===== config.mk =====
export PLATFORM = sky130hd
export DESIGN_NAME = bit_scan_serializer
export DESIGN_NICKNAME = d
export VERILOG_FILES = /design/src/rtl/bit_scan_pkg.sv /design/src/rtl/trailing_one_detect.sv /design/src/rtl/bit_scan_serializer.sv
export SDC_FILE = /design/constraint.sdc
export NUM_CORES = 1
export LEC_CHECK = 0
export ABC_AREA = 0
export BUFFER_PORTS_ARGS = -buffer_cell sky130_fd_sc_hd__buf_2
export CORE_MARGIN = 3
export CORE_UTILIZATION = 53
export DETAILED_ROUTE_END_ITERATION = 10
export PLACE_DENSITY = 0.78
export REMOVE_ABC_BUFFERS = 1
export SYNTH_ARGS = -nofsm -noshare
export SYNTH_HDL_FRONTEND = slang
export SYNTH_HIERARCHICAL = 1
export SYNTH_SLANG_ARGS = --single-unit

===== constraint.sdc =====
create_clock -name i_clk -period 3.07 [get_ports i_clk]
set_input_delay 0.307 -clock i_clk [delete_from_list [all_inputs] [get_ports i_clk]]
set_output_delay 0.307 -clock i_clk [all_outputs]
set_load 0.02 [all_outputs]

===== src/rtl/bit_scan_pkg.sv =====
// Shared types for the bit-scan serializer: the two-state scan FSM encoding.
package bit_scan_pkg;

   typedef enum logic [0:0] {
      IDLE = 1'b0,
      EMIT = 1'b1
   } scan_state_t;

endpackage


===== src/rtl/trailing_one_detect.sv =====
// Trailing-one detector: reports the position of the lowest set bit of a word.
module trailing_one_detect
   import bit_scan_pkg::*;
#(
   parameter int DATA_WD = 8,
   parameter int IND_WD  = $clog2(DATA_WD)
) (
   input  logic [DATA_WD-1:0] data,
   output logic [IND_WD-1:0]  index,
   output logic               found
);

   // Walk from the top down so the lowest set bit is the last one written.
   always_comb begin
      index = {IND_WD{1'b0}};
      for (int i = DATA_WD - 1; i >= 0; i--) begin
         index = data[i] ? IND_WD'(i) : index;
      end
      found = |data;
   end

endmodule


===== src/rtl/bit_scan_serializer.sv =====
// Accepts a word and emits, one beat per handshake, the index of each set bit
// in LSB-first or MSB-first order; an all-zero word yields a single "none" beat.
module bit_scan_serializer
   import bit_scan_pkg::*;
#(
   parameter int DATA_WD = 8,
   parameter int IND_WD  = $clog2(DATA_WD)
) (
   input  logic               i_clk,
   input  logic               i_rst,
   input  logic               i_valid,
   output logic               o_ready,
   input  logic [DATA_WD-1:0] i_data,
   input  logic               i_msb_first,
   output logic               o_valid,
   input  logic               i_ready,
   output logic [IND_WD-1:0]  o_index,
   output logic               o_last,
   output logic               o_none
);

   localparam logic [IND_WD-1:0]  MAX_IDX  = IND_WD'(DATA_WD - 1);
   localparam logic [DATA_WD-1:0] ONE_MASK = {{(DATA_WD-1){1'b0}}, 1'b1};
   localparam logic [DATA_WD-1:0] ZERO_MASK = {DATA_WD{1'b0}};

   scan_state_t        state_r;
   logic [DATA_WD-1:0] mask_r;
   logic               msb_first_r;
   logic               none_r;

   logic [DATA_WD-1:0] rev_mask_s;
   logic [DATA_WD-1:0] det_in_s;
   logic [IND_WD-1:0]  det_idx_s;
   logic               det_found_s;
   logic [IND_WD-1:0]  scan_idx_s;
   logic [DATA_WD-1:0] clr_s;
   logic               single_s;
   logic               last_s;
   logic               xfer_s;

   // MSB-first reuses the trailing-one detector on the mirrored mask.
   for (genvar g = 0; g < DATA_WD; g++) begin : g_rev
      assign rev_mask_s[g] = mask_r[DATA_WD-1-g];
   end

   assign det_in_s = msb_first_r ? rev_mask_s : mask_r;

   trailing_one_detect #(
      .DATA_WD (DATA_WD),
      .IND_WD  (IND_WD)
   ) u_tod (
      .data  (det_in_s),
      .index (det_idx_s),
      .found (det_found_s)
   );

   assign scan_idx_s = msb_first_r ? (MAX_IDX - det_idx_s) : det_idx_s;
   assign clr_s      = ONE_MASK << scan_idx_s;
   assign single_s   = det_found_s && ((mask_r & (mask_r - ONE_MASK)) == ZERO_MASK);
   assign last_s     = (state_r == EMIT) && (none_r || single_s);
   assign xfer_s     = (state_r == EMIT) && i_ready;

   // Beat outputs are decoded purely from registered state.
   always_comb begin
      o_ready = (state_r == IDLE);
      o_valid = (state_r == EMIT);
      o_last  = last_s;
      o_none  = (state_r == EMIT) && none_r;
      if ((state_r == EMIT) && det_found_s) begin
         o_index = scan_idx_s;
      end else begin
         o_index = {IND_WD{1'b0}};
      end
   end

   // Scan FSM: capture the word on accept, retire one set bit per transfer.
   always_ff @(posedge i_clk) begin
      if (i_rst) begin
         state_r     <= IDLE;
         mask_r      <= ZERO_MASK;
         msb_first_r <= 1'b0;
         none_r      <= 1'b0;
      end else begin
         case (state_r)
            IDLE: begin
               if (i_valid) begin
                  mask_r      <= i_data;
                  msb_first_r <= i_msb_first;
                  none_r      <= (i_data == ZERO_MASK);
                  state_r     <= EMIT;
               end
            end
            EMIT: begin
               if (xfer_s) begin
                  if (last_s) begin
                     state_r <= IDLE;
                     mask_r  <= ZERO_MASK;
                     none_r  <= 1'b0;
                  end else begin
                     mask_r  <= mask_r & ~clr_s;
                  end
               end
            end
            default: begin
               state_r <= IDLE;
               mask_r  <= ZERO_MASK;
               none_r  <= 1'b0;
            end
         endcase
      end
   end

endmodule


Yosys cells after proc, flatten, opt, wreduce, memory -nomap -nowiden:

Index checks and enable logic that the tools add are counted.

* bitwise logic cells: 4
* multiplexer cells: 23
* shift operators: 1
* add/subtract/negate cells: 2
* reduce and logical (&&, ||, !) cells: 12
* equal/unequal tests: 3

Operators with widths (count)
* $mux W8: 4
* $mux W3: 10
* $and A8 B8 Y8: 2
* $logic_not A8 Y1: 2
* $pmux W8 S2: 1
* $not A8 Y8: 1
* $reduce_or A8 Y1: 1
* $shl A1 B3 Y8 const A: 1
* $sub A8 B1 Y8 const B: 1
* $mux W1: 6
* $logic_and A1 B1 Y1: 5
* $ne A2 B2 Y1 const B: 2
* $pmux W1 S2: 2
* $reduce_and A2 Y1: 2
* $reduce_and A3 Y1: 1
* $sub A3 B3 Y3 const A: 1
* $ne A2 B1 Y1 const B: 1
* $logic_or A1 B1 Y1: 1
* $not A1 Y1: 1

* word-level logic and storage cells: 49
* output and inout bits: 7
* register bits: 11
* bits of input ports: 13

Longest topological paths before layout:

Gate-level depths: netlist of the first run.

* word-level depth: 17
* mapped depth: 11
* depth with buffers taken out: 8

Cells and area by module:

The synthesis of the first run kept the hierarchy.

Modules (own cells, without submodules)
* bit_scan_serializer: sequential area each 220.2 µm², cells an instance 107, instances 1, area an instance 868.3 µm²
* trailing_one_detect: sequential area each 0.0 µm², cells an instance 13, instances 1, area an instance 81.3 µm²

Worst setup path after synthesis of the first run:

OpenSTA, ideal clock, no wires.

* path type: flip-flop to flip-flop
* from: register msb_first_r
* to: register mask_r[7]
* setup time: 0.075 ns
* buffers on the path: 2
* arrival time: 2.575 ns
* slack: 0.420 ns
* stages on the path, launching flop included: 9
* required time: 2.995 ns
* period minus slack after synthesis: 2.650 ns
* path through: dfxtp_1 > buf_2 > buf_2 > mux2_2 > o41ai_1 > nand2b_1 > nor3_1 > or4_1 > o22ai_1

* elaborated cells between the ends (all ways): 21
* classes of those cells: add/sub: 1; shift: 1; mux: 13; bitwise: 2; reduce/logical: 4

RTL lines
* from (decl): line bit_scan_serializer.sv:28 `logic msb_first_r;`
* from (signal assigned): line bit_scan_serializer.sv:88 `msb_first_r <= i_msb_first;`
* $mux W8 *: line bit_scan_serializer.sv:46 `assign det_in_s = msb_first_r ? rev_mask_s : mask_r;`
* named net det_in_s[4]: line bit_scan_serializer.sv:32 `logic [DATA_WD-1:0] det_in_s;`
* $mux W3 * (5 in a row): line trailing_one_detect.sv:17 `index = data[i] ? IND_WD'(i) : index;`
* named net det_idx_s[0]: line bit_scan_serializer.sv:33 `logic [IND_WD-1:0] det_idx_s;`
* $sub A3 B3 Y3: line bit_scan_serializer.sv:57 `assign scan_idx_s = msb_first_r ? (MAX_IDX - det_idx_s) : det_idx_s;`
* $mux W3 *: line bit_scan_serializer.sv:57
* $shl A1 B3 Y8 *: line bit_scan_serializer.sv:58 `assign clr_s = ONE_MASK << scan_idx_s;`
* $not A8 Y8 *: line bit_scan_serializer.sv:100 `mask_r <= mask_r & ~clr_s;`
* $and A8 B8 Y8 *: line bit_scan_serializer.sv:100
* $mux W8 *: line bit_scan_serializer.sv:95 `if (last_s) begin`
* $mux W8 *: line bit_scan_serializer.sv:94 `if (xfer_s) begin`
* $pmux W8 S2 *: line bit_scan_serializer.sv:84 `case (state_r)`
* to (signal assigned): line bit_scan_serializer.sv:87 `mask_r <= i_data;`
* to (signal assigned): line bit_scan_serializer.sv:100
* to (decl): line bit_scan_serializer.sv:27 `logic [DATA_WD-1:0] mask_r;`

Mark *: on every way through the listed nets, which the timed path passes. The rest lies on a longest branch. The select of a mux whose other input is x is not followed.
A chain may end at the register's enable or synchronous reset.

Final worst setup path of the first run:

* from: register msb_first_r
* to: output port o_last

* cells in the longest elaborated chain, start to end: 5

Ends and longest elaborated chain
* $mux W8: line bit_scan_serializer.sv:46
* named net det_in_s[4]: line bit_scan_serializer.sv:32
* $reduce_or A8 Y1: line trailing_one_detect.sv:19 `found = |data;`
* named net det_found_s: line bit_scan_serializer.sv:34 `logic det_found_s;`
* $logic_and A1 B1 Y1: line bit_scan_serializer.sv:59 `assign single_s = det_found_s && ((mask_r & (mask_r - ONE_MASK)) == ZERO_MASK);`
* $logic_or A1 B1 Y1: line bit_scan_serializer.sv:60 `assign last_s = (state_r == EMIT) && (none_r || single_s);`
* $logic_and A1 B1 Y1: line bit_scan_serializer.sv:60
* to (decl): line bit_scan_serializer.sv:18 `output logic o_last,`

The timed path passes the listed nets, and every way through them passes these cells.

==> results of run 1 <==
power by group:
| part | leakage (µW) | internal, µW | total, µW | switching (µW) |
|---|---|---|---|---|
| clock network | 0.0000150 | 50.2 | 102 | 52.1 |
| registers | 0.0000907 | 155 | 184 | 28.5 |
| logic | 0.000282 | 99.8 | 245 | 145 |
stage by stage:
| stage | setup slack (ps) | instances | hold WS, ps |
|---|---|---|---|
| after CTS | 124 | 160 | 297 |
| after floorplan | 290 | 111 | 375 |
| after global routing | 192 | 160 | 285 |
| after detailed placement | 372 | 156 | 464 |
| after global placement | 455 | 156 | 458 |
| final | 310 | 160 | 297 |
cell families (layout without fill, tap and decap cells):
family | after synthesis | in the layout | share of synthesized area [%]
simple gates | 46 | 46 | 26.0
compound gates | 38 | 38 | 29.4
flops | 11 | 11 | 23.2
buf+inv | 11 | 27 | 5.80
mux | 10 | 10 | 11.6
fa+ha+maj | 2 | 2 | 2.24
xor+xnor | 2 | 2 | 1.84
worst paths after layout:
kind / start / end / slack (ps) / cells past startpoint
hold / removal: i_ready / o_valid / 300 / 2
setup / recovery: msb_first_r / o_last / 310 / 6
setup reg to reg: msb_first_r / mask_r[7] / 540 / 9
hold reg to reg: none_r / none_r / 480 / 2
timing repair:
action,CTS,global route
endpoints found under the hold margin,0,0
hold buffers,0,0
setup endpoints to repair,0,1
resized for setup,0,1
flip-flops by register name, indices dropped and copies added (netlist names):
name / flops
o_valid: 1
mask_r: 8
msb_first_r: 1
none_r: 1
layout by cell type (no fill, tap or decap), types with 2 or more instances in the layout:
master,Yosys,layout
buf_2,5,19
nor2_1,15,15
dfxtp_1,11,10
a22oi_1,9,9
mux2_2,8,8
o22ai_1,7,7
nand2_1,5,5
nand2b_1,5,5
o21ai_0,4,4
o221ai_1,4,4
nor4_1,3,3
a21oi_1,3,3
or4_1,3,3
nor3_1,3,3
or3_1,3,3
clkbuf_4,0,3
inv_1,2,2
xnor2_1,2,2
nor2b_1,2,2
mux2i_1,2,2
nand3_1,2,2
buf_4,0,2
layer usage:
metal	GRT usage (%)	wire length, µm
met5	0	0
met3	3.07	227
met4	6.64	10
met2	37.4	1270
met1	32.9	1140
area by class of cell:
cell class / count / area, µm²
Sequential cell: 11 / 221
Timing Repair Buffer: 21 / 110
Inverter: 2 / 7.51
Clock buffer: 4 / 26.3
Tap cell: 24 / 30.0
Multi-Input combinational cell: 98 / 674
Fill cell: 146 / 524
==> flow_metrics.tcl, run 1 <==
set metrics [dict create \
    outcome "complete, no violations" \
    core_area_mm2 0.00159 \
    vias_per_cell 6.37 \
    synthToLayoutAreaGrowth_pct 12.6 \
    crit_chain "mux2_2, nor4_2, nand3_1, a41o_1, and2_2, buf_2" \
    cts_buffers 3 \
    power.leakage_uw 0.000387 \
    ys.flop_type "dfxtp_1" \
    slowest_delay_ps 530 \
    finClkSkew_ps 5.42 \
    synth_top_area_cell "dfxtp_1" \
    initial_utilization_pct 59.6 \
    clock_path_buffers 2 \
    grt_max_degree 20 \
    grt_pass1_vias 910 \
    syn_area_um2 950 \
    grt-ovfl-total 0 \
    fp.dieH_um 48.3 \
    synth_edf_count 0 \
    fin_crit_ps 2760 \
    path_clk_slew_ps 70 \
    relSlewSlack_pct 43.7 \
    period_share_pct 89.9 \
    worstMarginPinSlew_ps 820 \
    wl_per_cell_um 16.5 \
    placementRows 14 \
    fin_area_mm2 0.00107 \
    synth_cell_types 41 \
    slew_violations 0 \
    n_antenna_cell 0 \
    yosysSeqAreaShare_pct 23.2 \
    cap_viol_max_count 0 \
    rsz0062_at_grt "false" \
    placed_area_mm2 0.00104 \
    async_flop_share_pct 0 \
    synth_top_cell_area_share_pct 23.2 \
    htree_num_levels 1 \
    clkSinkCount 11 \
    utilization_pct 67.1 \
    cts_tree "built" \
    globalplace.congestion 0.917 \
    setup_viol 0 \
    hold_violations 0 \
    io_pins 20 \
    yosysMostFrequentCell "nor2_1" \
    drive_gt1_share_pct 27.9 \
    drc 0 \
    path_buf_inv 1 \
    ir_drop_mv 0.268 \
    grt_pass1_wl_um 4480 \
    drtAntennaViolNets 0 \
    firstDrtPassIters 5 \
    powerDensity_mw_per_mm2 496 \
    max_freq_mhz 362 \
    worstPathArrival_ps 2450 \
    p_total_uw 531 \
    drt_wl_total_um 2650 \
    synth_area_leaders "dfxtp_1 (23%), mux2_2 (9.5%), a22oi_1 (7.1%), nor2_1 (5.9%), o22ai_1 (4.6%)" \
    cp_max_fo 17 \
    die_x_um 48.3 \
    die_area_mm2 0.00234 \
    setup_tns_ps 0 \
    critPathKind "register to primary output" \
    crit_family "simple AND/OR/NAND/NOR gates" \
    ys_ff_latch 11 \
    hold_class "input port to register" \
    route.vias.total 1019 \
    io_buffers 19 \
    cpMaxStageDelayCell "dfxtp_2" \
    post-cts-setup-buffers 0 \
    layout.nets 150 \
    hpwlAfterDp_um 1970 \
    clkLatencyLatePin_ps 270 \
    grt.total_usage_pct 23.4 \
    crit_path_end_kind "primary output" \
    synth_common_cells "nor2_1 (15), dfxtp_1 (11), a22oi_1 (9)" \
    syn_inst 120 \
    drt_first_iter_violations 69 \
    antenna_found_initial 0 \
    yosys_warnings 6 \
    start_kind "register" \
    crit_required_ps 2760 \
    syn_avg_cell_area_um2 7.91 \
    cts_root_buf "clkbuf_4" \
]
Note: power is estimated with default switching activity, not from simulation.
==> run 2: changes to the inputs <==
--- a/config.mk
+++ b/config.mk
@@ -11,6 +11,7 @@
 export CORE_UTILIZATION = 53
 export DETAILED_ROUTE_END_ITERATION = 10
 export PLACE_DENSITY = 0.78
+export RECOVER_POWER = 50
 export REMOVE_ABC_BUFFERS = 1
 export SYNTH_ARGS = -nofsm -noshare
 export SYNTH_HDL_FRONTEND = slang
==> run 2 against run 1 <==
Combinational power decreased by 2%. Die area unchanged. Final cell count unchanged. Register-to-register slack got worse by 130 ps. Worst setup slack got worse by 17 ps. Critical path type unchanged. Largest power group unchanged. Hold slack about the same. Clock-buffer cell count unchanged. Core utilization decreased by 0.47 points. Routed wire length increased by 0.83%. Fmax decreased by 0.62%. First-iteration DRC count unchanged. Clock power about the same.
==> flow_metrics.tcl, run 2 (synthesis gave the netlist of run 1 again) <==
set metrics [dict create \
    crit_path_end_kind "primary output" \
    grt.total_usage_pct 23.4 \
    powerDensity_mw_per_mm2 496 \
    cts_root_buf "clkbuf_4" \
    path_buf_inv 3 \
    crit_top_cell "a21oi_1" \
    firstDrtPassIters 4 \
    fp.dieH_um 48.3 \
    io_pins 20 \
    start_kind "register" \
    drtAntennaViolNets 0 \
    n_antenna_cell 0 \
    layout_common_cells "buf_2 (16), nor2_1 (15), dfxtp_1 (10)" \
    drt_first_iter_violations 69 \
    initial_utilization_pct 59.6 \
    setup_tns_ps 0 \
    clkSinkCount 11 \
    hpwlAfterDp_um 1970 \
    grt_max_degree 20 \
    setup_viol 0 \
    cap_viol_max_count 0 \
    grt_pass1_wl_um 4480 \
    utilization_pct 66.6 \
    cp_max_fo 17 \
    vias_per_cell 6.38 \
    finClkSkew_ps 5.88 \
    route.vias.total 1021 \
    drt_wl_total_um 2670 \
    clock_path_buffers 2 \
    synthToLayoutAreaGrowth_pct 11.9 \
    power.leakage_uw 0.000374 \
    layout.nets 150 \
    crit_chain "mux2_2, inv_1, a21oi_1, o41ai_1, clkbuf_1, nand2b_1, a21oi_1, buf_2" \
    placementRows 14 \
    rsz0062_at_grt "false" \
    hold_class "input port to register" \
    cts_buffers 3 \
    dpl.cell_count 156 \
    fin_crit_ps 2780 \
    grt_pass1_vias 910 \
    final_common_cell "buf_2" \
    outcome "complete, no violations" \
    hold_violations 0 \
    worstPathArrival_ps 2470 \
    drc 0 \
    relSlewSlack_pct 44.8 \
    die_x_um 48.3 \
    die_area_mm2 0.00234 \
    core_area_mm2 0.00159 \
    clkLatencyLatePin_ps 270 \
    cpMaxStageDelayCell "dfxtp_2" \
    final_cells 160 \
    slew_violations 0 \
    wl_per_cell_um 16.7 \
    grt-ovfl-total 0 \
    place_ws_ps 372 \
    globalplace.congestion 0.917 \
    crit_family "buffers and inverters" \
    largest_reg_flops 8 \
    critPathKind "register to primary output" \
    ir_drop_mv 0.269 \
    cts_tree "built" \
    antenna_found_initial 0 \
    io_buffers 19 \
    htree_num_levels 1 \
    drive_gt1_share_pct 24.3 \
    largest-register "mask_r" \
    setup_ws_ps 293 \
    max_freq_mhz 360 \
    period_share_pct 90.5 \
    worstMarginPinSlew_ps 805 \
    slowest_delay_ps 530 \
    path_clk_slew_ps 70 \
    crit_required_ps 2760 \
]
[run 2: cell count changes in the layout (fill, tap and decap cells not counted), sizes merged]
cell,delta
buf,-4
clkbuf,+4
[run 2: final cells by class]
| cell class | instances | area (µm²) |
|---|---|---|
| Inverter | 2 | 7.51 |
| Sequential cell | 11 | 221 |
| Tap cell | 24 | 30.0 |
| Multi-Input combinational cell | 98 | 674 |
| Fill cell | 148 | 532 |
| Clock buffer | 4 | 26.3 |
| Timing Repair Buffer | 21 | 103 |
[run 2: worst paths after layout]
path	slack (ps)	start	depth (start not counted)	end
setup / recovery	290	msb_first_r	8	o_index[0]
hold / removal	300	i_ready	2	o_valid
setup reg to reg	410	msb_first_r	9	mask_r[7]
hold reg to reg	480	none_r	2	none_r
[run 2: through the flow]
stage | total power (µW) | instance area [µm²] | hold WS [ps]
after CTS | 527 | 1070 | 297
after floorplan | 347 | 902 | 375
after global placement | 418 | 1040 | 458
after global routing | 569 | 1060 | 285
after detailed placement | 427 | 1040 | 464
final | 527 | 1060 | 297
[run 2: layer usage]
| layer | vias up | wire length, µm | GRT usage [%] | share of wire [%] |
|---|---|---|---|---|
| met4 | 0 | 10 | 6.64 | 0.37 |
| met5 | - | 0 | 0 | 0 |
| met1 | 473 | 1150 | 32.9 | 43 |
| met3 | 2 | 219 | 3.07 | 8.2 |
| met2 | 46 | 1290 | 37.4 | 48 |
| li1 | 500 | - | - | - |
[run 2: report_power, final]
group          internal [µW]  total, µW  switching (µW)
combinational           95.2        240             145
sequential               155        184            28.5
clock                   50.2        103            52.8
total                    300        527             227
[run 2: repair_timing]
action	in CTS	in global routing
hold buffers	0	0
resized for setup	0	1
endpoints found under the setup margin	0	1
buffers inserted	0	0
==> run 3: changes to the inputs <==
--- a/config.mk
+++ b/config.mk
@@ -7,6 +7,7 @@
 export LEC_CHECK = 0
 export ABC_AREA = 0
 export BUFFER_PORTS_ARGS = -buffer_cell sky130_fd_sc_hd__buf_2
+export CORE_ASPECT_RATIO = 1.25
 export CORE_MARGIN = 3
 export CORE_UTILIZATION = 53
 export DETAILED_ROUTE_END_ITERATION = 10
==> run 3 against run 2 <==
Via count rose by 6.4%. Die area rose by 0.13%. Critical path type unchanged. First-iteration DRC count shrank 19%. Largest power group unchanged.
==> flow_metrics.tcl, run 3 (synthesis gave the netlist of run 1 again) <==
set metrics [dict create \
    drt_first_iter_violations 56 \
    wl_per_cell_um 17.1 \
    p_int_uw 303 \
    sequentialPowerShare_pct 34.9 \
    die_area_mm2 0.00234 \
    grt-ovfl-total 0 \
    relSlewSlack_pct 47.7 \
    vias_per_cell 7.05 \
    antenna_found_initial 0 \
    fp.dieH_um 53.3 \
    clock_path_buffers 2 \
    r2r_end "mask_r[7]" \
    slowest_delay_ps 720 \
    largest_reg_flops 8 \
    grt_max_degree 20 \
    critPathKind "register to primary output" \
    powerDensity_mw_per_mm2 501 \
    hpwlAfterDp_um 1930 \
    clkSinkCount 11 \
    io_pins 20 \
    hold_violations 0 \
    final_common_cell "buf_2" \
    htree_num_levels 1 \
    crit_path_end_kind "primary output" \
    start_kind "register" \
    grt.total_usage_pct 23.7 \
    p_sw_uw 226 \
    cts_buffers 3 \
    route.vias.total 1086 \
    cpMaxStageDelayCell "dfxtp_1" \
    placementRows 16 \
    drt_wl_total_um 2630 \
    switching_share_pct 42.7 \
    crit_required_ps 2760 \
    layout.nets 150 \
    power_frac_comb_pct 45.3 \
    cp_max_fo 17 \
    rsz0062_at_grt "false" \
    max_freq_mhz 337 \
    worstPathArrival_ps 2660 \
    setup_tns_ps 0 \
    cp-endpoint "o_last" \
    setup.worst_path.start "msb_first_r" \
    core_area_mm2 0.00162 \
    setup_viol 0 \
    post-cts-setup-buffers 0 \
    drtAntennaViolNets 0 \
    drc 0 \
    layout_common_cells "buf_2 (16), nor2_1 (15), dfxtp_1 (11)" \
    cts_tree "built" \
    power.leakage_uw 0.000379 \
    ir_drop_mv 0.302 \
    clkPwrFrac_pct 19.8 \
    path_clk_slew_ps 80 \
    initial_utilization_pct 58.6 \
    io_buffers 19 \
    fin_crit_ps 2960 \
    cap_viol_max_count 0 \
    crit_chain "mux2_1, nor4_2, nand3_1, a41o_1, and2_2, buf_2" \
    drive_gt1_share_pct 23.5 \
    r2r_setup_slack_ps 330 \
    r2r_start "msb_first_r" \
    hold_class "input port to register" \
    die_x_um 43.9 \
    hold_buffers 0 \
    worstMarginPinSlew_ps 763 \
    globalplace.congestion 0.932 \
    cts-resized-gates 0 \
    slew_violations 0 \
    period_share_pct 96.6 \
    outcome "complete, no violations" \
    synthToLayoutAreaGrowth_pct 11.3 \
    clkLatencyLatePin_ps 280 \
    n_antenna_cell 0 \
    grt_pass1_wl_um 4240 \
    firstDrtPassIters 4 \
    largest-register "mask_r" \
    finClkSkew_ps 2.34 \
    cts_root_buf "clkbuf_4" \
    fillCellCount 159 \
    rr_worst_depth 9 \
    holdWs_ps 286 \
    grt_pass1_vias 986 \
]
-- run 3: cell count changes in the layout (fill, tap and decap cells not counted) --
cell,change
buf_4,+1
dfxtp_1,+1
mux2_2,-1
clkbuf_1,-1
mux2_1,+1
dfxtp_2,-1
-- run 3: metal layers --
metal,GRT usage (%),vias to the layer above,wire [µm]
li1,-,497,-
met3,2.04,12,180
met1,27.1,523,1120
met4,17.6,0,105
met5,0,-,0
met2,40.0,54,1220
-- run 3: how the worst min path moves through the flow --
stage / from / to / slack (ps) / cells after the start
after floorplan: i_rst / o_valid / 370 / 1
after global placement: none_r / none_r / 460 / 2
after detailed placement: none_r / none_r / 460 / 2
after CTS: i_msb_first / msb_first_r / 280 / 3
after global routing: i_ready / o_valid / 300 / 2
final: i_ready / o_valid / 290 / 2
-- run 3: final cells by class --
type	instances	area, µm²	share of cell area [%]
clock buffer	4	26.3	2.49
tap	18	22.5	2.13
inverter	2	7.51	0.710
sequential	11	220	20.8
multi-input combinational	98	674	63.8
timing repair buffer	21	106	10.1
-- run 3: per-stage QoR --
| step | util (%) | setup slack [ps] | total power (µW) | cells | instance area (µm²) |
|---|---|---|---|---|---|
| after floorplan | - | 290 | 347 | 111 | 902 |
| after global placement | 63.8 | 467 | 417 | 150 | 1030 |
| after detailed placement | 63.8 | 384 | 425 | 150 | 1030 |
| after CTS | 65.4 | 124 | 529 | 154 | 1060 |
| after global routing | 65.2 | 11.2 | 559 | 154 | 1060 |
| final | 65.2 | 106 | 529 | 154 | 1060 |
-- run 3: power groups by stage --
stage	Clock [µW]	Sequential [µW]	Combinational (µW)
after global routing	110	186	263
final	105	185	240
after detailed placement	0	187	238
after floorplan	0	178	168
after global placement	0	185	232
after CTS	106	183	239
-- run 3: critical path: cells and delay by family, from the launching register on --
kind,cells,cell delay (ps)
AND/OR/NAND/NOR,3,740
flip-flops,1,720
buffers and inverters,1,150
multiplexers,1,430
AO/OA/AOI/OAI,1,350
